`src/rtl/led_status_ctrl.sv`:
```
// LED status/error indicator: PWM-dimmed status display, with a sticky error code
// blinked in bursts of NUM_BLINKS flashes followed by a dark gap.
module led_status_ctrl #(
    parameter int unsigned LED_W           = 4,
    parameter int unsigned HALF_PERIOD_CYC = 12000000,
    parameter int unsigned NUM_BLINKS      = 3,
    parameter int unsigned GAP_TICKS       = 4,
    parameter int unsigned PWM_W           = 4
) (
    input  logic             clk_50m,
    input  logic             rst_n,
    input  logic [LED_W-1:0] status,
    input  logic             error_flag,
    input  logic [LED_W-1:0] error_code,
    input  logic             err_clr,
    input  logic [PWM_W-1:0] brightness,
    output logic [LED_W-1:0] led,
    output logic             err_latched
);

    localparam int unsigned TICK_W  = $clog2(HALF_PERIOD_CYC);
    localparam int unsigned PULSE_W = (NUM_BLINKS > 1) ? $clog2(NUM_BLINKS) : 1;
    localparam int unsigned GAP_W   = (GAP_TICKS > 1) ? $clog2(GAP_TICKS) : 1;

    localparam logic [TICK_W-1:0]  TICK_MAX  = TICK_W'(HALF_PERIOD_CYC - 1);
    localparam logic [PULSE_W-1:0] PULSE_MAX = PULSE_W'(NUM_BLINKS - 1);
    localparam logic [GAP_W-1:0]   GAP_MAX   = GAP_W'(GAP_TICKS - 1);

    typedef enum logic [1:0] {StIdle, StOn, StOff, StGap} state_t;

    state_t             state_q;
    logic [LED_W-1:0]   code_q;
    logic [TICK_W-1:0]  tick_cnt;
    logic [PULSE_W-1:0] pulse_cnt;
    logic [GAP_W-1:0]   gap_cnt;
    logic [PWM_W-1:0]   pwm_cnt;
    logic               pwm_on;
    logic               tick;

    assign pwm_on = (&brightness) | (pwm_cnt < brightness);
    assign tick   = (tick_cnt == TICK_MAX);

    // A new error in the same cycle as a clear wins and recaptures its code.
    always_ff @(posedge clk_50m or negedge rst_n) begin
        if (!rst_n) begin
            err_latched <= 1'b0;
            code_q      <= '0;
        end else if (error_flag) begin
            err_latched <= 1'b1;
            if (!err_latched || err_clr) begin
                code_q <= error_code;
            end
        end else if (err_clr) begin
            err_latched <= 1'b0;
        end
    end

    always_ff @(posedge clk_50m or negedge rst_n) begin
        if (!rst_n) begin
            pwm_cnt <= '0;
        end else begin
            pwm_cnt <= pwm_cnt + PWM_W'(1);
        end
    end

    always_ff @(posedge clk_50m or negedge rst_n) begin
        if (!rst_n) begin
            state_q   <= StIdle;
            tick_cnt  <= '0;
            pulse_cnt <= '0;
            gap_cnt   <= '0;
            led       <= '0;
        end else begin
            case (state_q)
                StIdle:  led <= pwm_on ? status : '0;
                StOn:    led <= pwm_on ? code_q : '0;
                default: led <= '0;
            endcase

            if (state_q != StIdle && !err_latched) begin
                state_q  <= StIdle;
                tick_cnt <= '0;
            end else begin
                case (state_q)
                    StIdle: begin
                        if (err_latched) begin
                            state_q   <= StOn;
                            pulse_cnt <= '0;
                        end
                    end
                    StOn: begin
                        if (tick) begin
                            state_q <= StOff;
                        end
                    end
                    StOff: begin
                        if (tick) begin
                            if (pulse_cnt == PULSE_MAX) begin
                                state_q   <= StGap;
                                pulse_cnt <= '0;
                                gap_cnt   <= '0;
                            end else begin
                                state_q   <= StOn;
                                pulse_cnt <= pulse_cnt + PULSE_W'(1);
                            end
                        end
                    end
                    StGap: begin
                        if (tick) begin
                            if (gap_cnt == GAP_MAX) begin
                                state_q <= StOn;
                            end else begin
                                gap_cnt <= gap_cnt + GAP_W'(1);
                            end
                        end
                    end
                    default: state_q <= StIdle;
                endcase

                // Phase timer only runs while blinking; entry into StOn starts from zero.
                if (state_q == StIdle) begin
                    tick_cnt <= '0;
                end else begin
                    tick_cnt <= tick ? '0 : tick_cnt + TICK_W'(1);
                end
            end
        end
    end

endmodule

```
`config.mk`:
```
export PLATFORM = sky130hd
export DESIGN_NAME = led_status_ctrl
export DESIGN_NICKNAME = d
export VERILOG_FILES = /design/src/rtl/led_status_ctrl.sv
export SDC_FILE = /design/constraint.sdc
export NUM_CORES = 1
export LEC_CHECK = 0
export ABC_AREA = 1
export CAP_MARGIN = 20
export CORE_MARGIN = 2
export CORE_UTILIZATION = 40
export DETAILED_ROUTE_END_ITERATION = 10
export GPL_TIMING_DRIVEN = 0
export PLACE_DENSITY = 0.69
export SLEW_MARGIN = 40
export SYNTH_ARGS = -nofsm -noshare
export SYNTH_HDL_FRONTEND = slang
export SYNTH_SLANG_ARGS = --single-unit
export TNS_END_PERCENT = 1
```
`constraint.sdc`:
```
create_clock -name clk_50m -period 4.3 [get_ports clk_50m]
set_input_delay 1.29 -clock clk_50m [delete_from_list [all_inputs] [get_ports clk_50m]]
set_output_delay 1.29 -clock clk_50m [all_outputs]
set_load 0.005 [all_outputs]
```
==> flow_summary.toml, run 1 <==
[status]
status = "complete, no violations"

[logic_synthesis]
synth_compound_area_share_pct = 4.14
synthCells = 294
synth_top_area_share_pct = 45.6
ys_types = 25
yosysTopAreaCell = "dfrtp_1"
synth_nets = 320
avgSynthCellArea_sq_um = 8.03
synthMuxAreaShare_pct = 1.91
synth_seq_cells = 43
netlist_area_sq_um = 2360
yosys_warnings = 0
synthAdderAreaFrac_pct = 5.30
ys_seq_area_share_pct = 45.6
synth.area.top_cells = "dfrtp_1, nand2_1, nor2_1"
synth-simple-area-share_pct = 30.6
synth_top_family_by_area = "simple AND/OR/NAND/NOR gates"
synthXorXnorAreaFrac_pct = 5.57

[critical_path]
start_kind = "flop"
r2r-end = "tick_cnt[21]"
r2r-start = "tick_cnt[0]"
cp-startpoint = "err_latched"
slowest_delay_ns = 0.53
path_buf_inv = 1
reg2regPathDepth = 9
path_cells = "clkdlybuf4s50_1"
path_class = "reg2out"
endpoint_kind = "output pin"
crit_cells = 1
worstPathMaxFanout = 4
cp.arrival_ns = 1.23
cp_top_family = "buffers and inverters"
critPathRequiredTime_ns = 3.01
r2r_setup_slack_ns = 2.58
cp_slowest_cell = "clkdlybuf4s50_1"

[detailed_routing]
ant_nets = 0
drtPass1Iterations = 4
via_per_inst = 4.86
vias = 1920
drtIter0Drc = 113
wl_um = 4640
wl_per_cell_um = 11.7
drc_errors = 0

[clock_tree]
cts_tree = "done"
cts_inserted_buffers = 5
cts_resized = 0
postCtsSetupRepairBufs = 0
clock_latency_ns = 0.30
cts_hold_buf = 0
clk_path_buf_depth = 2
htreeDepth = 2
cts.sinks = 43
root_buffer = "clkbuf_8"
clk_pin_slew_worst_paths_ns = 0.09

[power_and_ir_drop]
p_leak_nw = 1.36
ir_worst_vdd_mv = 0.277
power_density_nw_per_um2 = 416

[place]
hpwl_um = 3570
gp_congestion = 0.904
placed_area_sq_um = 2670
dpl.cell_count = 387
port_buffers = 20

[cells_and_area]
drive_gt1_share_pct = 10.2
final_nets = 348
finalNonFillerCells = 395
final_cell_area_sq_um = 2780
diodes = 0
syn_to_final_growth_pct = 18.0

[floorplan]
core_sq_um = 5610
placementRows = 27
ios = 21
initial_utilization_pct = 42.1
die_area_sq_um = 6530
die_w_um = 80.8
die_y_um = 80.8

[sta]
skew_ns = 0.00667
fin_crit_ns = 2.52
setup_viol = 0
rsz0062_at_grt = "false"
fin_tns_setup_ns = 0
relSlewSlack_pct = 83.6
hold_viol_final = 0
fin_crit_sh_pct = 58.5
worst_slew_pin_slew_ns = 0.247
maxSlewViolCount = 0
max_freq_mhz = 398

[hold_path]
hp-class = "reg2reg"
hold_depth = 1
min-delay-start = "tick_cnt[0]"
min_to = "tick_cnt[0]"

[run]
cap_violations = 0

[global_routing]
grt_max_degree = 30
grtUsageTotal_pct = 16.4
grt_pass1_wl_um = 8240
grt_pass1_vias = 1865
grt-ovfl-total = 0
antenna_found_initial = 0
-- layout by cell type (no fill, tap or decap), types with 2 or more instances in the layout --
cell,instances
a21oi_1,8
buf_4,2
clkbuf_8,5
clkdlybuf4s50_1,19
dfrtp_1,43
ha_1,10
inv_1,38
inv_2,2
mux2_2,4
nand2_1,64
nand2_2,3
nand3_1,23
nand3_2,2
nand4_1,3
nor2_1,43
nor2_2,5
nor2_4,2
nor3_1,12
nor3b_1,2
o21ai_0,7
or2_2,3
xnor2_1,5
xor2_1,10
-- cells in the mapped netlist --
| master | n |
|---|---|
| nand3_1 | 23 |
| nor3b_1 | 2 |
| inv_1 | 38 |
| o21a_1 | 1 |
| mux2_2 | 4 |
| inv_2 | 2 |
| xnor2_1 | 5 |
| nand4_1 | 3 |
| nor2_4 | 2 |
| a21oi_1 | 8 |
| o21ai_0 | 7 |
| a21boi_1 | 1 |
| dfrtp_1 | 43 |
| o21bai_1 | 1 |
| nand3_2 | 2 |
| buf_2 | 1 |
| or2_2 | 3 |
| nor3_1 | 12 |
| nor2_2 | 5 |
| nand2_2 | 3 |
| nand2_1 | 64 |
| nor2_1 | 43 |
| buf_4 | 1 |
| xor2_1 | 10 |
| ha_1 | 10 |
-- layout make-up --
cell class                 count  area [sq um]
buffer                         2          12.5
clock buffer                   5          68.8
clock inverter                 3          47.5
fill                         560          2820
inverter                      40           150
multi-input combinational    209          1120
sequential                    43          1080
tap                           72          90.1
timing repair buffer          21           218
-- report_power, final --
group	internal [W]	leakage, nW	switching [W]
Clock	0.000176	0.0587	0.000151
Sequential	0.000453	0.573	0.0000370
Combinational	0.000149	0.726	0.000193
Total	0.000778	1.36	0.000381
-- routing by layer --
metal	GRT usage (%)	routed length [um]	vias to the layer above
li1	-	-	991
met4	4.58	55	0
met3	3.89	206	7
met5	0	0	-
met1	21.7	2190	882
met2	26.9	2190	40
-- registers in the layout, indices dropped and copies added (netlist names) --
name and flops:
tick_cnt 24, code_q 4, led 4, pwm_cnt 4
gap_cnt 2, pulse_cnt 2, state_q 2, err_latched 1
-- how the worst max path moves through the flow --
stage	slack [ns]	endpoint
5_1_grt	1.71	err_latched
4_1_cts	1.76	err_latched
2_1_floorplan	2.14	code_q[0]
6_report	1.78	err_latched
3_5_place_dp	1.61	led[1]
3_3_place_gp	0.76	pulse_cnt[1]
-- per-stage QoR --
step           util (%)  total power [W]  setup slack (ns)  hold slack (ns)
5_1_grt            49.6          0.00125              1.71            0.496
3_3_place_gp       47.3         0.000832             0.757            0.454
4_1_cts            49.6          0.00118              1.76            0.474
3_5_place_dp       47.6         0.000844              1.61            0.461
2_1_floorplan         -         0.000716              2.14            0.433
6_report           49.6          0.00116              1.78            0.469
-- logic make-up (layout without fill, tap and decap cells) --
group	count (synthesis)	count (layout)
and+or+nand+nor	162	162
DFF	43	43
xor gates and xnor gates	15	15
AOI/OAI and AO/OA	18	18
muxes	4	4
adders and majority gates	10	10
buffers and inverters	42	71
Power figures use the tool's default switching activity.
==> inputs of run 2 (changes only) <==
PLACE_DENSITY = 0.71   (was 0.69)
clock period = 2.3 ns   (was 4.3 ns; I/O delays follow)
==> run 2 against run 1 <==
- power grew 85%
- setup slack worse by 1.4 ns
- non-clock buffer count is 1 lower
- critical path depth is the same
- core utilization shrank 0.42 points
- sequential share of layout area is 0.33 points higher
- critical path type unchanged
- largest cell class unchanged
==> flow_summary.toml, run 2 (same netlist as run 1, synthesis figures left out) <==
[detailed_routing]
via_per_inst = 4.88
drtIter0Drc = 122
wl_per_cell_um = 11.8
drtPass1Iterations = 4
wl_um = 4640
ant_nets = 0
drc_errors = 0
vias = 1922

[run]
cap_violations = 0

[place]
gp_congestion = 0.892
hpwl_um = 3480
place_ws_ns = 0.145
dpl.cell_count = 386
port_buffers = 20
placed_area_sq_um = 2650

[critical_path]
endpoint_kind = "output pin"
worstPathMaxFanout = 4
cp_slowest_cell = "clkdlybuf4s50_1"
cp_top_family = "buffers and inverters"
path_class = "reg2out"
start_kind = "flop"
slowest_delay_ns = 0.52
path_buf_inv = 1
critPathRequiredTime_ns = 1.61
path_cells = "clkdlybuf4s50_1"
cp.arrival_ns = 1.20

[cells_and_area]
regMostFlops = "tick_cnt"
diodes = 0
final-seq-area_sq_um = 1080
final_cell_area_sq_um = 2760
final_core_util_pct = 49.2
multiInputGateArea_sq_um = 1120
fillers = 573
largest_reg_flops = 24
syn_to_final_growth_pct = 17.0
drive_gt1_share_pct = 9.94
layout_commonest_cell = "nand2_1"
final_nets = 347
finalNonFillerCells = 394
final_cell_mix = "nand2_1, nor2_1, dfrtp_1"

[floorplan]
placementRows = 27
initial_utilization_pct = 42.1
ios = 21
die_area_sq_um = 6530
die_y_um = 80.8
core_sq_um = 5610
die_w_um = 80.8

[global_routing]
grt_pass1_vias = 1962
grt-ovfl-total = 0
grt_max_degree = 44
antenna_found_initial = 0
grtUsageTotal_pct = 16.2
grt_pass1_wl_um = 8240

[power_and_ir_drop]
p_leak_nw = 1.35
power_density_nw_per_um2 = 776
ir_worst_vdd_mv = 0.626
finalPower_w = 0.00214

[sta]
maxSlewViolCount = 0
hold_viol_final = 0
skew_ns = 0.00373
setup_viol = 0
fin_crit_sh_pct = 82.1
rsz0062_at_grt = "false"
relSlewSlack_pct = 64.3
worst_slack_ns = 0.412
fin_crit_ns = 1.89
worst_slew_pin_slew_ns = 0.536
max_freq_mhz = 530

[status]
status = "complete, no violations"

[clock_tree]
cts.sinks = 43
htreeDepth = 2
cts_tree = "done"
postCtsSetupRepairBufs = 0
cts_hold_buf = 0
clk_pin_slew_worst_paths_ns = 0.09
cts_resized = 0
clk_path_buf_depth = 2
clock_latency_ns = 0.29
root_buffer = "clkbuf_8"
cts_inserted_buffers = 5

[hold_path]
hp-class = "in2async"
-- run 2: changes by cell type in the layout (fill, tap and decap cells not counted) --
cell | before | now
inv_6 | 1 | 0
clkinv_2 | 0 | 1
buf_12 | 1 | 0
-- run 2: power by group --
part	switching [W]	total [W]	internal, W
Sequential	0.0000660	0.000913	0.000847
Combinational	0.000360	0.000633	0.000274
Clock	0.000273	0.000596	0.000324
Total	0.000699	0.00214	0.00144
-- run 2: through the flow --
stage / hold slack [ns] / setup TNS (ns)
after floorplan: 0.394 / 0
after global placement: 0.450 / -26.01
after detailed placement: 0.458 / 0
after CTS: 0.393 / 0
after global routing: 0.412 / 0
final: 0.379 / 0
-- run 2: worst paths after layout --
check,start,to,slack [ns],cells past startpoint
min in group clk_50m,tick_cnt[0],tick_cnt[0],0.47,1
worst min-delay path,rst_n,tick_cnt[20],0.38,1
max in group asynchronous,rst_n,led[3],1.56,1
worst max-delay path,err_latched,err_latched,0.41,1
worst min register to register,tick_cnt[0],tick_cnt[0],0.47,1
worst max register to register,tick_cnt[0],tick_cnt[19],0.60,9
-- run 2: final cells by class --
cell class | count | area share [%]
plain buffers | 2 | 0.453
clock buffers | 5 | 2.49
clock inverters | 3 | 1.59
inverters | 40 | 5.44
multi-input cells | 209 | 40.6
flip-flops and latches | 43 | 39.0
well taps | 72 | 3.26
repair buffers | 20 | 7.16
-- run 2: per-layer routing --
| layer | part of all wire, % | global-route usage [%] | vias up |
|---|---|---|---|
| met4 | 0.99 | 4.75 | 0 |
| met5 | 0 | 0 | - |
| met2 | 50 | 29.2 | 43 |
| met3 | 5.5 | 4.11 | 6 |
| met1 | 44 | 18.8 | 895 |
| li1 | - | - | 978 |
-- run 2: worst register-to-register path: stages, from the launching register on --
cell	delay, ns
dfrtp_1	0.38
ha_1	0.19
nand3_1	0.19
nor2_4	0.22
nand3_1	0.12
nand2_1	0.09
buf_4	0.18
inv_2	0.09
nand2_1	0.08
nor2_1	0.04
